File: src/rtl/piso_serializer_pkg.sv
// Shared constants for the serializer and the serial detector family.
package piso_serializer_pkg;

  // One-bit state encoding shared with the detectors.
  localparam logic p_state_IDLE  = 1'b0;
  localparam logic p_state_SHIFT = 1'b1;

  // Default parallel word width.
  localparam int P_SER_WIDTH = 8;

  typedef enum logic {
    ST_IDLE  = p_state_IDLE,
    ST_SHIFT = p_state_SHIFT
  } ser_state_t;

endpackage : piso_serializer_pkg

File: src/rtl/piso_serializer.sv
// Parallel-in, serial-out stage.
// Takes P_WIDTH-bit words over valid/ready and emits one bit per clock on o_x.
// A new word can be taken on the last bit of the current one, so consecutive
// words leave the block with no idle bit between them.
module piso_serializer
  import piso_serializer_pkg::*;
#(
  parameter int P_WIDTH     = P_SER_WIDTH,  // legal range 2..32
  parameter bit P_MSB_FIRST = 1'b1,
  parameter bit P_IDLE_BIT  = 1'b0
) (
  input  logic               i_clk,
  input  logic               i_rst_b,
  input  logic [P_WIDTH-1:0] i_data,
  input  logic               i_valid,
  output logic               o_ready,
  output logic               o_x,
  output logic               o_x_valid,
  output logic               o_word_done,
  output logic               o_busy
);

  localparam int               CNT_W        = (P_WIDTH > 1) ? $clog2(P_WIDTH) : 1;
  localparam logic [CNT_W-1:0] LAST_CNT     = CNT_W'(P_WIDTH - 1);
  localparam logic [CNT_W-1:0] PRE_LAST_CNT = CNT_W'(P_WIDTH - 2);

  ser_state_t         state;
  ser_state_t         state_nxt;
  logic [P_WIDTH-1:0] shift_reg;    // bits still to be shown after the current o_x
  logic [CNT_W-1:0]   bit_cnt;      // index of the bit currently on o_x
  logic               at_last;
  logic               accept;

  // Next state and handshake: ready in IDLE, or while the last bit is on o_x.
  always_comb begin
    // NOTE: every signal driven here gets a value before any branch, so no latch is inferred.
    at_last   = (bit_cnt == LAST_CNT);
    o_ready   = (state == ST_IDLE) || ((state == ST_SHIFT) && at_last);
    accept    = i_valid && o_ready;
    state_nxt = state;
    if (accept) begin
      state_nxt = ST_SHIFT;
    end else if ((state == ST_SHIFT) && at_last) begin
      state_nxt = ST_IDLE;
    end
  end

  // State register.
  always_ff @(posedge i_clk or negedge i_rst_b) begin
    // NOTE: sequential state uses non-blocking assignments so all flops update together.
    if (!i_rst_b) begin
      state <= ST_IDLE;
    end else begin
      state <= state_nxt;
    end
  end

  // Datapath: load on accept, shift while mid-word, otherwise park at the idle level.
  always_ff @(posedge i_clk or negedge i_rst_b) begin
    if (!i_rst_b) begin
      shift_reg   <= '0;
      bit_cnt     <= '0;
      o_x         <= P_IDLE_BIT;
      o_x_valid   <= 1'b0;
      o_word_done <= 1'b0;
    end else if (accept) begin
      // The first bit goes straight to o_x; the register keeps the remainder.
      if (P_MSB_FIRST) begin
        o_x       <= i_data[P_WIDTH-1];
        shift_reg <= i_data << 1;
      end else begin
        o_x       <= i_data[0];
        shift_reg <= i_data >> 1;
      end
      bit_cnt     <= '0;
      o_x_valid   <= 1'b1;
      o_word_done <= 1'b0;
    end else if ((state == ST_SHIFT) && !at_last) begin
      if (P_MSB_FIRST) begin
        o_x       <= shift_reg[P_WIDTH-1];
        shift_reg <= shift_reg << 1;
      end else begin
        o_x       <= shift_reg[0];
        shift_reg <= shift_reg >> 1;
      end
      bit_cnt     <= bit_cnt + 1'b1;
      o_x_valid   <= 1'b1;
      // Flag lands together with the last bit on o_x.
      o_word_done <= (bit_cnt == PRE_LAST_CNT);
    end else begin
      shift_reg   <= '0;
      bit_cnt     <= '0;
      o_x         <= P_IDLE_BIT;
      o_x_valid   <= 1'b0;
      o_word_done <= 1'b0;
    end
  end

  assign o_busy = (state == ST_SHIFT);

endmodule : piso_serializer

File: config.mk
export PLATFORM = sky130hd
export DESIGN_NAME = piso_serializer
export DESIGN_NICKNAME = d
export VERILOG_FILES = /design/src/rtl/piso_serializer_pkg.sv /design/src/rtl/piso_serializer.sv
export SDC_FILE = /design/constraint.sdc
export NUM_CORES = 1
export LEC_CHECK = 0
export CAP_MARGIN = 10
export CORE_MARGIN = 4
export CORE_UTILIZATION = 35
export CTS_CLUSTER_DIAMETER = 120
export CTS_CLUSTER_SIZE = 25
export DETAILED_ROUTE_END_ITERATION = 6
export HOLD_SLACK_MARGIN = 0.02
export PLACE_DENSITY_LB_ADDON = 0.1
export SKIP_LAST_GASP = 1
export SYNTH_ARGS = -nofsm -noshare
export SYNTH_HDL_FRONTEND = slang
export SYNTH_SLANG_ARGS = --single-unit
File: constraint.sdc
create_clock -name i_clk -period 4.16 [get_ports i_clk]
set_clock_uncertainty 0.15 [all_clocks]
set_input_delay 0.832 -clock i_clk [delete_from_list [all_inputs] [get_ports i_clk]]
set_output_delay 0.832 -clock i_clk [all_outputs]
set_load 0.02 [all_outputs]
-- Word-level counts from Yosys, hierarchy flattened
Index checks and enable logic that the tools add are counted.
- add/sub/neg operators: 1
- eq/ne operators: 2
- multiplexer cells: 12
- bitwise logic cells: 1
- reduce and logical (&&, ||, !) cells: 6
- operators with widths (operator ; number):
    $mux 8 ; 2
    $mux 1 ; 8
    $eq 3x3->1 const B ; 2
    $mux 3 ; 2
    $add 3x1->3 const B ; 1
    $logic_and 1x1->1 ; 3
    $reduce_bool 2->1 ; 1
    $logic_not 1->1 ; 1
    $logic_or 1x1->1 ; 1
    $not 1->1 ; 1
- register bits: 15
- input bits: 11
- output and inout bits: 5
- word-level logic and storage cells: 28

-- Longest topological paths before layout
Gate-level depths: netlist (run 1).
- depth after elaboration: 5
- depth in mapped cells: 6

-- Worst setup path before layout (run 1)
OpenSTA, ideal clock, no wires.
- path kind: register to output
- start: reg bit_cnt[0]
- end: out o_ready
- arrival time: 1.101 ns
- required time: 3.178 ns
- setup slack: 2.077 ns
- stages on the path, launching flop included: 6
- path buffers: 1
- cell sequence: dfrtp_1 -> ha_1 -> ha_1 -> nor2b_4 -> buf_6 -> inv_4
- cells in the longest elaborated chain, start to end: 3
- RTL lines (what ; line ; RTL):
    start: declaration ; piso_serializer.sv:30 ; logic [CNT_W-1:0] bit_cnt;
    start signal: assignment ; piso_serializer.sv:86 ; bit_cnt <= bit_cnt + 1'b1;
    $eq 3x3->1 ; piso_serializer.sv:37 ; at_last = (bit_cnt == LAST_CNT);
    $logic_and 1x1->1 ; piso_serializer.sv:38 ; o_ready = (state == ST_IDLE) || ((state == ST_SHIFT) && at_last);
    $logic_or 1x1->1 ; piso_serializer.sv:38 ;
    end: declaration ; piso_serializer.sv:16 ; output logic o_ready,
No other way between the ends.

-- Worst setup path after layout (run 1)
Ends and elaborated chain as after synthesis.

==> impl_results.html, run 1 <==
<table>
<tr><th>Metric</th><th>Value</th></tr>
<tr><th colspan="2">Clock tree</th></tr>
<tr><td>Inserted Clock Buffers</td><td>3</td></tr>
<tr><td>Cell at the root of the clock tree</td><td>clkbuf_4</td></tr>
<tr><td>Number of levels the H-tree was split into</td><td>1</td></tr>
<tr><td>Number of hold-repair buffers added at the cts stage</td><td>0</td></tr>
<tr><td>Bufs on Longest Clock Path</td><td>2</td></tr>
<tr><td>Worst-Skew Late Latency</td><td>0.27 ns</td></tr>
<tr><td># clock sinks</td><td>14</td></tr>
<tr><td>Clock tree from TritonCTS</td><td>built</td></tr>
<tr><td>Count of cells resized by post-cts repair</td><td>0</td></tr>
<tr><td>Worst-path clk slew</td><td>0.08 ns</td></tr>
<tr><td>Post-CTS repair timing setup buffer count</td><td>0</td></tr>
<tr><th colspan="2">Yosys</th></tr>
<tr><td>Cell with the most instances after synthesis</td><td>dfrtp_1</td></tr>
<tr><td>Synth warn</td><td>0</td></tr>
<tr><td>Synthesized cell area</td><td>590.6 µm²</td></tr>
<tr><td>Post-synth ARST share</td><td>100.0%</td></tr>
<tr><td>Library cells used by synthesis</td><td>14</td></tr>
<tr><td>Biggest area consumer among synthesized cells</td><td>dfrtp_1</td></tr>
<tr><td>Net Count, Synth</td><td>65</td></tr>
<tr><td>Synth top area share</td><td>59.32%</td></tr>
<tr><td>Most area-consuming cells after synthesis</td><td>dfrtp_1 59%, nand3b_1 8.9%, ha_1 6.4%, o21ai_0 5.9%, nand2_1 4.4%</td></tr>
<tr><td>Gate Count Post-Synth</td><td>51</td></tr>
<tr><td>Flip-flop and latch count after synthesis</td><td>14</td></tr>
<tr><td>Mean instance size in the synthesized netlist</td><td>11.58 µm²</td></tr>
<tr><td>Number of flops mapped to enable cells by yosys</td><td>0</td></tr>
<tr><td>Top FF cell, synth</td><td>dfrtp_1</td></tr>
<tr><td>Sequential fraction of the synthesis area</td><td>59.32%</td></tr>
<tr><td>Top cells by instance count after synthesis</td><td>14 x dfrtp_1, 7 x nand2_1, 7 x nand3b_1, 7 x o21ai_0, 3 x ha_1</td></tr>
<tr><th colspan="2">Finish</th></tr>
<tr><td>Final #Nets</td><td>82</td></tr>
<tr><td>Share of cells above drive strength 1</td><td>8.955%</td></tr>
<tr><td>Final Util</td><td>50.00%</td></tr>
<tr><td>Signed area change from the synthesized netlist to the final layout</td><td>30.51%</td></tr>
<tr><td>Antenna diodes</td><td>0</td></tr>
<tr><td>Max reg flops</td><td>7</td></tr>
<tr><td>Fillers</td><td>149</td></tr>
<tr><th colspan="2">Detailed routing</th></tr>
<tr><td>DRT iter0 DRCs</td><td>5</td></tr>
<tr><td>DRC Markers</td><td>0</td></tr>
<tr><td>Total iterations of the first detailed-routing run</td><td>2</td></tr>
<tr><td>Remaining antenna violation count</td><td>0</td></tr>
<tr><td>Vias</td><td>387</td></tr>
<tr><td>Routed WL</td><td>946 µm</td></tr>
<tr><td>Average wire length per cell after detail routing</td><td>11.40 µm</td></tr>
<tr><td>Post-DR vias/cell</td><td>4.663</td></tr>
<tr><th colspan="2">Timing</th></tr>
<tr><td>Sum Neg Setup Slack</td><td>0 ns</td></tr>
<tr><td>Portion of the clock cycle consumed by the worst path in the final layout</td><td>72.04%</td></tr>
<tr><td>Minimum setup slack in the final design</td><td>1.163 ns</td></tr>
<tr><td>Final setup fails</td><td>0</td></tr>
<tr><td>Max-slew violation count</td><td>0</td></tr>
<tr><td>Slew HR</td><td>59.47%</td></tr>
<tr><td>Achievable frequency</td><td>333.7 MHz</td></tr>
<tr><td>RSZ-0062 raised after global routing</td><td>false</td></tr>
<tr><td>Final hold violation count</td><td>0</td></tr>
<tr><td>Slew at the pin with the worst max-slew slack</td><td>0.6061 ns</td></tr>
<tr><td>Clock period minus worst slack</td><td>2.997 ns</td></tr>
<tr><th colspan="2">Pwr</th></tr>
<tr><td>Power per Cell Area</td><td>587.1 nW/µm²</td></tr>
<tr><td>Maximum VDD drop</td><td>270.1 µV</td></tr>
<tr><td>Leak</td><td>0.3597 nW</td></tr>
<tr><th colspan="2">Setup path</th></tr>
<tr><td>Arrival time of the worst setup path</td><td>2.01 ns</td></tr>
<tr><td>Sort of element at the end of the critical path</td><td>output pin</td></tr>
<tr><td>Class of the most critical setup path</td><td>flip-flop to output pin</td></tr>
<tr><td>Launching element type of the critical path</td><td>flip-flop</td></tr>
<tr><td>Crit path required time</td><td>3.18 ns</td></tr>
<tr><td>Maximum fanout encountered on the critical timing path</td><td>10</td></tr>
<tr><th colspan="2">Die</th></tr>
<tr><td>Die Y-Extent</td><td>49.08 µm</td></tr>
<tr><td>Count of standard-cell rows</td><td>14</td></tr>
<tr><td>Die extent in x</td><td>49.08 µm</td></tr>
<tr><td>Initial core utilization</td><td>38.31%</td></tr>
<tr><td>Floorplan Core Area</td><td>1541 µm²</td></tr>
<tr><td>Top Ports</td><td>16</td></tr>
<tr><td>Die area</td><td>2408 µm²</td></tr>
<tr><th colspan="2">GRT</th></tr>
<tr><td>Pin count of the biggest net entering global routing</td><td>15</td></tr>
<tr><td>Wire length of the first global-routing pass</td><td>1731 µm</td></tr>
<tr><td>Vias in the first global route</td><td>421</td></tr>
<tr><td>Total global routing overflow</td><td>0</td></tr>
<tr><td>Number of antenna violations at the first check in global routing</td><td>0</td></tr>
<tr><td>GRT Resource Usage Total</td><td>9.022%</td></tr>
<tr><th colspan="2">Place</th></tr>
<tr><td>Post-Place Worst Slack</td><td>1.445 ns</td></tr>
<tr><td>PortBufs</td><td>15</td></tr>
<tr><td>Detailed Place HPWL</td><td>695.2 µm</td></tr>
<tr><td>GPL Wtd Cong</td><td>0.6921</td></tr>
<tr><th colspan="2">Job</th></tr>
<tr><td>Number of maximum-capacitance constraint violations</td><td>0</td></tr>
<tr><th colspan="2">Worst hold path</th></tr>
<tr><td>HP Class</td><td>flip-flop to flip-flop</td></tr>
<tr><th colspan="2">Status</th></tr>
<tr><td>Status</td><td>completed</td></tr>
</table>
## worst max-delay path, cell delays in order (launching register included)
cell and delay (ns):
dfrtp_1 0.40, ha_1 0.20, ha_1 0.27, nor2b_4 0.26, inv_4 0.07, clkdlybuf4s50_1 0.54
## path summary, 6_finish.rpt
check	endpoint	cells after the start	start	slack, ns
min reg2reg	bit_cnt[0]$_DFF_PN0_	1	bit_cnt[0]$_DFF_PN0_	0.31
max reg2reg	shift_reg[1]$_DFF_PN0_	5	bit_cnt[0]$_DFF_PN0_	2.53
max	o_ready	5	bit_cnt[0]$_DFF_PN0_	1.16
min in group asynchronous	shift_reg[7]$_DFF_PN0_	1	i_rst_b	0.78
max in group asynchronous	o_x_valid$_DFF_PN0_	1	i_rst_b	2.68
min	bit_cnt[0]$_DFF_PN0_	1	bit_cnt[0]$_DFF_PN0_	0.31
## area by class of cell
type / instances / area (µm²) / area share [%]
Clock buffer: 4 / 36.28 / 4.708
Inverter: 2 / 10.01 / 1.299
Multi-Input combinational cell: 32 / 203.9 / 26.46
Sequential cell: 14 / 350.3 / 45.45
Tap cell: 16 / 20.02 / 2.597
Timing Repair Buffer: 15 / 150.1 / 19.48
## layer usage
layer	track usage [%]	wire, µm	part of all wire, %	up-vias
met5	0	0	0	-
met4	5.381	9	0.95	0
met3	3.058	72	7.6	2
met2	13.09	416	44	10
met1	11.39	447	47	177
li1	-	-	-	198
## cell families after synthesis
family | count (synthesis) | share of synthesized area [%]
fa+ha+maj | 3 | 6.357
simple gates | 22 | 22.25
buf+inv | 5 | 6.143
compound gates | 7 | 5.932
flops | 14 | 59.32
## report_power, final
group	total, W	internal [W]	leakage, nW	switching [W]
Combinational	0.000154	0.0000776	0.162	0.0000765
Sequential	0.000204	0.000183	0.177	0.0000217
Clock	0.0000942	0.0000532	0.0210	0.0000410
## cells in the final DEF, fill, tap and decap left out, drive strengths merged
master         instances
dfrtp                 14
nor2b                  1
nand2                  7
and3                   2
nor2                   2
o21ai                  7
and2                   1
clkbuf                 4
inv                    2
clkdlybuf4s50         15
nand3b                 7
nand2b                 2
ha                     3
## per-stage QoR
| step | cells | total power [W] | hold WS (ns) | cell area, µm² |
|---|---|---|---|---|
| 3_3_place_gp | 79 | 0.0003658 | 0.2916 | 734.5 |
| 6_report | 83 | 0.0004525 | 0.3100 | 770.7 |
| 4_1_cts | 83 | 0.0004637 | 0.3130 | 770.7 |
| 2_1_floorplan | 51 | 0.0003183 | 0.2815 | 590.6 |
| 5_1_grt | 83 | 0.0004899 | 0.3287 | 770.7 |
| 3_5_place_dp | 79 | 0.0003660 | 0.3019 | 734.5 |
No activity file was read; power rests on OpenSTA's default activity.
==> run 2: changes to the inputs <==
clock period = 2.95 ns   (was 4.16 ns; I/O delays follow)
==> impl_results.html, run 2 (synthesized netlist as in run 1, its figures left out) <==
<table>
<tr><th>Metric</th><th>Value</th></tr>
<tr><th colspan="2">Die</th></tr>
<tr><td>Top Ports</td><td>16 (unchanged)</td></tr>
<tr><td>Initial core utilization</td><td>38.31% (unchanged)</td></tr>
<tr><td>Die Y-Extent</td><td>49.08 µm (unchanged)</td></tr>
<tr><td>Die extent in x</td><td>49.08 µm (unchanged)</td></tr>
<tr><td>Floorplan Core Area</td><td>1541 µm² (unchanged)</td></tr>
<tr><td>Count of standard-cell rows</td><td>14 (unchanged)</td></tr>
<tr><td>Die area</td><td>2408 µm² (unchanged)</td></tr>
<tr><th colspan="2">Setup path</th></tr>
<tr><td>Sort of element at the end of the critical path</td><td>output pin (unchanged)</td></tr>
<tr><td>Class of the most critical setup path</td><td>flip-flop to output pin (unchanged)</td></tr>
<tr><td>Arrival time of the worst setup path</td><td>2.01 ns (about the same)</td></tr>
<tr><td>Worst Reg-to-Reg Cells</td><td>5 (unchanged)</td></tr>
<tr><td>Crit path required time</td><td>2.21 ns (was 3.18 ns)</td></tr>
<tr><td>RR Startpoint</td><td>bit_cnt[0]$_DFF_PN0_ (unchanged)</td></tr>
<tr><td>Maximum fanout encountered on the critical timing path</td><td>10 (unchanged)</td></tr>
<tr><td>Capture point of the worst reg-to-reg path</td><td>shift_reg[1]$_DFF_PN0_ (unchanged)</td></tr>
<tr><td>Slack of the worst reg-to-reg path</td><td>1.32 ns (was 2.53 ns)</td></tr>
<tr><td>Launching element type of the critical path</td><td>flip-flop (unchanged)</td></tr>
<tr><th colspan="2">Timing</th></tr>
<tr><td>Achievable frequency</td><td>363.1 MHz</td></tr>
<tr><td>Sum Neg Setup Slack</td><td>0 ns (unchanged)</td></tr>
<tr><td>Slew at the pin with the worst max-slew slack</td><td>0.6177 ns (was 0.6061 ns)</td></tr>
<tr><td>Portion of the clock cycle consumed by the worst path in the final layout</td><td>93.37%</td></tr>
<tr><td>Final setup fails</td><td>0 (unchanged)</td></tr>
<tr><td>Slew HR</td><td>58.69% (was 59.47%)</td></tr>
<tr><td>Final hold violation count</td><td>0 (unchanged)</td></tr>
<tr><td>RSZ-0062 raised after global routing</td><td>false (unchanged)</td></tr>
<tr><td>Clock period minus worst slack</td><td>2.754 ns</td></tr>
<tr><td>Post-Route Hold Slack</td><td>0.3074 ns (was 0.3100 ns)</td></tr>
<tr><td>Max-slew violation count</td><td>0 (unchanged)</td></tr>
<tr><td>Minimum setup slack in the final design</td><td>0.1956 ns (was 1.163 ns)</td></tr>
<tr><th colspan="2">Clock tree</th></tr>
<tr><td># clock sinks</td><td>14 (unchanged)</td></tr>
<tr><td>Cell at the root of the clock tree</td><td>clkbuf_4 (unchanged)</td></tr>
<tr><td>Post-CTS repair timing setup buffer count</td><td>0 (unchanged)</td></tr>
<tr><td>Inserted Clock Buffers</td><td>3 (unchanged)</td></tr>
<tr><td>Worst-path clk slew</td><td>0.07 ns (was 0.08 ns)</td></tr>
<tr><td>Count of cells resized by post-cts repair</td><td>0 (unchanged)</td></tr>
<tr><td>Number of hold-repair buffers added at the cts stage</td><td>0 (unchanged)</td></tr>
<tr><td>Clock tree from TritonCTS</td><td>built (unchanged)</td></tr>
<tr><td>Worst-Skew Late Latency</td><td>0.28 ns (was 0.27 ns)</td></tr>
<tr><td>Bufs on Longest Clock Path</td><td>2 (unchanged)</td></tr>
<tr><td>Number of levels the H-tree was split into</td><td>1 (unchanged)</td></tr>
<tr><th colspan="2">Worst hold path</th></tr>
<tr><td>Hold path endpoint</td><td>bit_cnt[0]$_DFF_PN0_ (unchanged)</td></tr>
<tr><td>HP Class</td><td>flip-flop to flip-flop (unchanged)</td></tr>
<tr><td>Worst hold start</td><td>bit_cnt[0]$_DFF_PN0_ (unchanged)</td></tr>
<tr><td>Hold path cells</td><td>1 (unchanged)</td></tr>
<tr><th colspan="2">Finish</th></tr>
<tr><td>Signed area change from the synthesized netlist to the final layout</td><td>30.51% (unchanged)</td></tr>
<tr><td>Fillers</td><td>155 (was 149)</td></tr>
<tr><td>Commonest non-fill, non-tap cell in the layout</td><td>clkdlybuf4s50_1 (unchanged)</td></tr>
<tr><td>Final instance count without filler cells</td><td>83 (unchanged)</td></tr>
<tr><td>Max reg flops</td><td>7 (unchanged)</td></tr>
<tr><td>Share of cells above drive strength 1</td><td>8.955% (unchanged)</td></tr>
<tr><td>Highest-count cells in the layout ignoring fill and taps</td><td>15 x clkdlybuf4s50_1, 14 x dfrtp_1, 7 x nand2_1, 7 x nand3b_1, 7 x o21ai_0 (unchanged)</td></tr>
<tr><td>Final #Nets</td><td>82 (unchanged)</td></tr>
<tr><td>Antenna diodes</td><td>0 (unchanged)</td></tr>
<tr><th colspan="2">GRT</th></tr>
<tr><td>GRT Resource Usage Total</td><td>9.355% (was 9.022%)</td></tr>
<tr><td>Total global routing overflow</td><td>0 (unchanged)</td></tr>
<tr><td>Vias in the first global route</td><td>427 (was 421)</td></tr>
<tr><td>Number of antenna violations at the first check in global routing</td><td>0 (unchanged)</td></tr>
<tr><td>Pin count of the biggest net entering global routing</td><td>15 (unchanged)</td></tr>
<tr><td>Wire length of the first global-routing pass</td><td>1780 µm (was 1731 µm)</td></tr>
<tr><th colspan="2">Detailed routing</th></tr>
<tr><td>Vias</td><td>389 (was 387)</td></tr>
<tr><td>Post-DR vias/cell</td><td>4.687 (was 4.663)</td></tr>
<tr><td>DRT iter0 DRCs</td><td>5 (unchanged)</td></tr>
<tr><td>DRC Markers</td><td>0 (unchanged)</td></tr>
<tr><td>Total iterations of the first detailed-routing run</td><td>4 (was 2)</td></tr>
<tr><td>Remaining antenna violation count</td><td>0 (unchanged)</td></tr>
<tr><td>Average wire length per cell after detail routing</td><td>11.67 µm (was 11.40 µm)</td></tr>
<tr><td>Routed WL</td><td>969 µm (was 946 µm)</td></tr>
<tr><th colspan="2">Pwr</th></tr>
<tr><td>Power per Cell Area</td><td>829.8 nW/µm² (was 587.1 nW/µm²)</td></tr>
<tr><td>Leak</td><td>0.3597 nW (unchanged)</td></tr>
<tr><td>Maximum VDD drop</td><td>378.7 µV (was 270.1 µV)</td></tr>
<tr><th colspan="2">Job</th></tr>
<tr><td>Number of maximum-capacitance constraint violations</td><td>0 (unchanged)</td></tr>
<tr><th colspan="2">Place</th></tr>
<tr><td>Post-Place Worst Slack</td><td>0.4758 ns (was 1.445 ns)</td></tr>
<tr><td>PortBufs</td><td>15 (unchanged)</td></tr>
<tr><td>GPL Wtd Cong</td><td>0.6921 (unchanged)</td></tr>
<tr><td>Number of placed instances, taps included</td><td>79 (unchanged)</td></tr>
<tr><td>Detailed Place HPWL</td><td>696.3 µm (was 695.2 µm)</td></tr>
<tr><th colspan="2">Status</th></tr>
<tr><td>Status</td><td>completed (unchanged)</td></tr>
</table>
-- run 2: cell counts in the layout (fill, tap and decap cells not counted) --
No cell type changed its count.
-- run 2: worst max-delay path: stages (launching register included) --
cell	delay, ns
dfrtp_1	0.40
ha_1	0.21
ha_1	0.27
nor2b_4	0.26
inv_4	0.07
clkdlybuf4s50_1	0.54
-- run 2: routing by layer --
metal	global-route usage, %	routed length, µm	up-vias
li1	-	-	199
met4	5.381	6	0
met5	0	0	-
met1	12.02	474	178
met2	13.52	418	10
met3	3.058	69	2
-- run 2: area by class of cell --
cell class                 instances  area (µm²)  area share, %
sequential                        14       350.3          45.45
multi-input combinational         32       203.9          26.46
inverter                           2       10.01          1.299
clock buffer                       4       36.28          4.708
tap                               16       20.02          2.597
timing repair buffer              15       150.1          19.48
-- run 2: metrics by stage --
stage	util, %	area, µm²	power (W)
after CTS	50.00	770.7	0.0006542
after global placement	47.65	734.5	0.0005159
after detailed placement	47.65	734.5	0.0005173
after floorplan	-	590.6	0.0004489
after global routing	50.00	770.7	0.0006982
final	50.00	770.7	0.0006396
-- run 2: worst max path at each step --
| stage | end | depth (start not counted) | slack, ns | start |
|---|---|---|---|---|
| after CTS | o_ready | 5 | 0.16 | bit_cnt[0]$_DFF_PN0_ |
| after global placement | o_ready | 5 | 0.50 | bit_cnt[0]$_DFF_PN0_ |
| after detailed placement | o_ready | 5 | 0.48 | bit_cnt[0]$_DFF_PN0_ |
| after global routing | o_ready | 5 | 0.07 | bit_cnt[0]$_DFF_PN0_ |
| final | o_ready | 5 | 0.20 | bit_cnt[0]$_DFF_PN0_ |
| after floorplan | o_ready | 5 | 1.11 | bit_cnt[0]$_DFF_PN0_ |
-- run 2: power breakdown --
group / internal (W) / total [W] / switching (W)
Sequential: 0.000258 / 0.000288 / 0.0000309
Combinational: 0.000109 / 0.000218 / 0.000108
Clock: 0.0000750 / 0.000133 / 0.0000583
Total: 0.000442 / 0.000640 / 0.000198
==> run 3: changes to the inputs <==
CORE_MARGIN = 2   (was 4)
==> impl_results.html, run 3 (synthesized netlist as in run 1, its figures left out) <==
<table>
<tr><th>Metric</th><th>Value</th></tr>
<tr><th colspan="2">Timing</th></tr>
<tr><td>Slew at the pin with the worst max-slew slack</td><td>0.6007 ns (was 0.6177 ns)</td></tr>
<tr><td>Final hold violation count</td><td>0 (unchanged)</td></tr>
<tr><td>Minimum setup slack in the final design</td><td>0.1868 ns (was 0.1956 ns)</td></tr>
<tr><td>Clock period minus worst slack</td><td>2.763 ns (was 2.754 ns)</td></tr>
<tr><td>Slew HR</td><td>59.83% (was 58.69%)</td></tr>
<tr><td>Portion of the clock cycle consumed by the worst path in the final layout</td><td>93.67% (was 93.37%)</td></tr>
<tr><td>Final setup fails</td><td>0 (unchanged)</td></tr>
<tr><td>RSZ-0062 raised after global routing</td><td>false (unchanged)</td></tr>
<tr><td>Sum Neg Setup Slack</td><td>0 ns (unchanged)</td></tr>
<tr><td>Max-slew violation count</td><td>0 (unchanged)</td></tr>
<tr><td>Achievable frequency</td><td>361.9 MHz (was 363.1 MHz)</td></tr>
<tr><th colspan="2">GRT</th></tr>
<tr><td>Number of antenna violations at the first check in global routing</td><td>0 (unchanged)</td></tr>
<tr><td>Vias in the first global route</td><td>382 (was 427)</td></tr>
<tr><td>Met3 Usage GRT</td><td>3.600% (was 3.058%)</td></tr>
<tr><td>Wire length of the first global-routing pass</td><td>1649 µm (was 1780 µm)</td></tr>
<tr><td>Met2 GRT Util</td><td>16.57% (was 13.52%)</td></tr>
<tr><td>Pin count of the biggest net entering global routing</td><td>15 (unchanged)</td></tr>
<tr><td>GRT Resource Usage Total</td><td>12.00% (was 9.355%)</td></tr>
<tr><td>Total global routing overflow</td><td>0 (unchanged)</td></tr>
<tr><td>Busiest grt layer</td><td>met2 (unchanged)</td></tr>
<tr><td>Met1 track demand over resource in global routing</td><td>14.99% (was 12.02%)</td></tr>
<tr><th colspan="2">Detailed routing</th></tr>
<tr><td>Vias</td><td>395 (was 389)</td></tr>
<tr><td>Post-DR vias/cell</td><td>4.817 (was 4.687)</td></tr>
<tr><td>Average wire length per cell after detail routing</td><td>11.34 µm (was 11.67 µm)</td></tr>
<tr><td>Total iterations of the first detailed-routing run</td><td>1 (was 4)</td></tr>
<tr><td>DRT iter0 DRCs</td><td>0 (was 5)</td></tr>
<tr><td>DRC Markers</td><td>0 (unchanged)</td></tr>
<tr><td>Remaining antenna violation count</td><td>0 (unchanged)</td></tr>
<tr><td>Routed WL</td><td>930 µm (was 969 µm)</td></tr>
<tr><th colspan="2">Setup path</th></tr>
<tr><td>Arrival time of the worst setup path</td><td>2.02 ns (was 2.01 ns)</td></tr>
<tr><td>Slowest library cell on the worst path</td><td>clkdlybuf4s50_1 (unchanged)</td></tr>
<tr><td>Most common cell on crit path</td><td>ha_1 (unchanged)</td></tr>
<tr><td>Sort of element at the end of the critical path</td><td>output pin (unchanged)</td></tr>
<tr><td>Sequence of cells on the critical path</td><td>ha_1 -&gt; ha_1 -&gt; nor2b_4 -&gt; inv_4 -&gt; clkdlybuf4s50_1 (unchanged)</td></tr>
<tr><td>Crit path required time</td><td>2.21 ns (about the same)</td></tr>
<tr><td>Stage delay of the slowest cell on the critical path</td><td>0.54 ns (about the same)</td></tr>
<tr><td>Class of the most critical setup path</td><td>flip-flop to output pin (unchanged)</td></tr>
<tr><td>Launching element type of the critical path</td><td>flip-flop (unchanged)</td></tr>
<tr><td>Maximum fanout encountered on the critical timing path</td><td>10 (unchanged)</td></tr>
<tr><th colspan="2">Clock tree</th></tr>
<tr><td>Inserted Clock Buffers</td><td>3 (unchanged)</td></tr>
<tr><td>Count of cells resized by post-cts repair</td><td>0 (unchanged)</td></tr>
<tr><td>Number of hold-repair buffers added at the cts stage</td><td>0 (unchanged)</td></tr>
<tr><td>Post-CTS repair timing setup buffer count</td><td>0 (unchanged)</td></tr>
<tr><td># clock sinks</td><td>14 (unchanged)</td></tr>
<tr><td>Number of levels the H-tree was split into</td><td>1 (unchanged)</td></tr>
<tr><td>Cell at the root of the clock tree</td><td>clkbuf_4 (unchanged)</td></tr>
<tr><td>Bufs on Longest Clock Path</td><td>2 (unchanged)</td></tr>
<tr><td>Clock tree from TritonCTS</td><td>built (unchanged)</td></tr>
<tr><td>Worst-Skew Late Latency</td><td>0.27 ns (was 0.28 ns)</td></tr>
<tr><td>Worst-path clk slew</td><td>0.07 ns (about the same)</td></tr>
<tr><th colspan="2">Finish</th></tr>
<tr><td>Antenna diodes</td><td>0 (unchanged)</td></tr>
<tr><td>Signed area change from the synthesized netlist to the final layout</td><td>28.18% (was 30.51%)</td></tr>
<tr><td>Final #Nets</td><td>82 (unchanged)</td></tr>
<tr><td>Share of cells above drive strength 1</td><td>7.576% (was 8.955%)</td></tr>
<tr><td>Highest-count cells in the layout ignoring fill and taps</td><td>15 x clkdlybuf4s50_1, 14 x dfrtp_1, 7 x nand2_1, 7 x nand3b_1, 7 x o21ai_0 (unchanged)</td></tr>
<tr><td>Commonest non-fill, non-tap cell in the layout</td><td>clkdlybuf4s50_1 (unchanged)</td></tr>
<tr><td>Area of the multi-input gates</td><td>203.9 µm² (unchanged)</td></tr>
<tr><td>Sequential cell area</td><td>350.3 µm² (unchanged)</td></tr>
<tr><td>Fillers</td><td>145 (was 155)</td></tr>
<tr><td>Max reg flops</td><td>7 (unchanged)</td></tr>
<tr><th colspan="2">Die</th></tr>
<tr><td>Floorplan Core Area</td><td>1541 µm² (unchanged)</td></tr>
<tr><td>Count of standard-cell rows</td><td>14 (unchanged)</td></tr>
<tr><td>Top Ports</td><td>16 (unchanged)</td></tr>
<tr><td>Die area</td><td>2032 µm² (was 2408 µm²)</td></tr>
<tr><td>Initial core utilization</td><td>38.31% (unchanged)</td></tr>
<tr><td>Die extent in x</td><td>45.08 µm (was 49.08 µm)</td></tr>
<tr><td>Die Y-Extent</td><td>45.08 µm (was 49.08 µm)</td></tr>
<tr><th colspan="2">Place</th></tr>
<tr><td>PortBufs</td><td>15 (unchanged)</td></tr>
<tr><td>Post-Place Worst Slack</td><td>0.4739 ns (was 0.4758 ns)</td></tr>
<tr><td>GPL Wtd Cong</td><td>0.6514 (was 0.6921)</td></tr>
<tr><td>Detailed Place HPWL</td><td>645.7 µm (was 696.3 µm)</td></tr>
<tr><th colspan="2">Pwr</th></tr>
<tr><td>Fraction of power consumed by combinational cells</td><td>35.8% (was 34.0%)</td></tr>
<tr><td>Power per Cell Area</td><td>803.8 nW/µm² (was 829.8 nW/µm²)</td></tr>
<tr><td>Leak</td><td>0.3525 nW (was 0.3597 nW)</td></tr>
<tr><td>Portion of total power attributed to sequential cells</td><td>47.3% (was 45.1%)</td></tr>
<tr><td>Net Sw Frac</td><td>31.92% (was 30.90%)</td></tr>
<tr><td>Part of the power in the clock network</td><td>16.8% (was 20.8%)</td></tr>
<tr><td>Pint</td><td>0.0004142 W (was 0.0004419 W)</td></tr>
<tr><td>Net load switching power</td><td>0.0001942 W (was 0.0001976 W)</td></tr>
<tr><td>Maximum VDD drop</td><td>391.1 µV (was 378.7 µV)</td></tr>
<tr><th colspan="2">Status</th></tr>
<tr><td>Status</td><td>completed (unchanged)</td></tr>
<tr><th colspan="2">Job</th></tr>
<tr><td>Number of maximum-capacitance constraint violations</td><td>0 (unchanged)</td></tr>
<tr><th colspan="2">Worst hold path</th></tr>
<tr><td>HP Class</td><td>flip-flop to flip-flop (unchanged)</td></tr>
</table>
[run 3: cell count changes in the layout (fill, tap and decap cells not counted), sizes merged]
cell    before  now
clkbuf       4    3
[run 3: stage by stage]
| step | std cells | power [W] | hold slack [ns] | instance area, µm² | util [%] |
|---|---|---|---|---|---|
| 3_3_place_gp | 79 | 0.0005153 | 0.2911 | 734.5 | 47.65 |
| 3_5_place_dp | 79 | 0.0005151 | 0.3050 | 734.5 | 47.65 |
| 2_1_floorplan | 51 | 0.0004489 | 0.1444 | 590.6 | - |
| 5_1_grt | 82 | 0.0006639 | 0.3296 | 757.0 | 49.11 |
| 6_report | 82 | 0.0006085 | 0.3105 | 757.0 | 49.11 |
| 4_1_cts | 82 | 0.0006196 | 0.3153 | 757.0 | 49.11 |
[run 3: per-layer routing]
metal | vias up | routed length [µm]
li1 | 199 | -
met1 | 180 | 441
met2 | 12 | 403
met3 | 4 | 60
met4 | 0 | 25
met5 | - | 0
[run 3: area by class of cell]
type	count	share of cell area (%)
Sequential cell	14	46.28
Inverter	2	1.322
Clock buffer	3	2.975
Timing Repair Buffer	15	19.83
Tap cell	16	2.645
Multi-Input combinational cell	32	26.94
[run 3: path summary, 6_finish.rpt]
| path | start | end | slack, ns | depth (start not counted) |
|---|---|---|---|---|
| max | bit_cnt[0]$_DFF_PN0_ | o_ready | 0.19 | 5 |
| min | bit_cnt[0]$_DFF_PN0_ | bit_cnt[0]$_DFF_PN0_ | 0.31 | 1 |
| max reg2reg | bit_cnt[0]$_DFF_PN0_ | shift_reg[1]$_DFF_PN0_ | 1.31 | 5 |
| min reg2reg | bit_cnt[0]$_DFF_PN0_ | bit_cnt[0]$_DFF_PN0_ | 0.31 | 1 |
| max in group asynchronous | i_rst_b | bit_cnt[0]$_DFF_PN0_ | 1.72 | 1 |
| min in group asynchronous | i_rst_b | shift_reg[5]$_DFF_PN0_ | 0.54 | 1 |
[run 3: worst max-delay path: cells and delay by family (launching register included)]
family / cells / cell delay [ns]
fa+ha+maj: 2 / 0.49
buf+inv: 2 / 0.61
flops: 1 / 0.40
simple gates: 1 / 0.26
[run 3: power groups by stage]
stage                     clock network [W]  registers [W]  logic, W
after CTS                          0.000106       0.000289  0.000224
after global placement                    0       0.000293  0.000222
after floorplan                           0       0.000300  0.000149
after global routing               0.000117       0.000296  0.000251
final                              0.000103       0.000288  0.000218
after detailed placement                  0       0.000293  0.000222
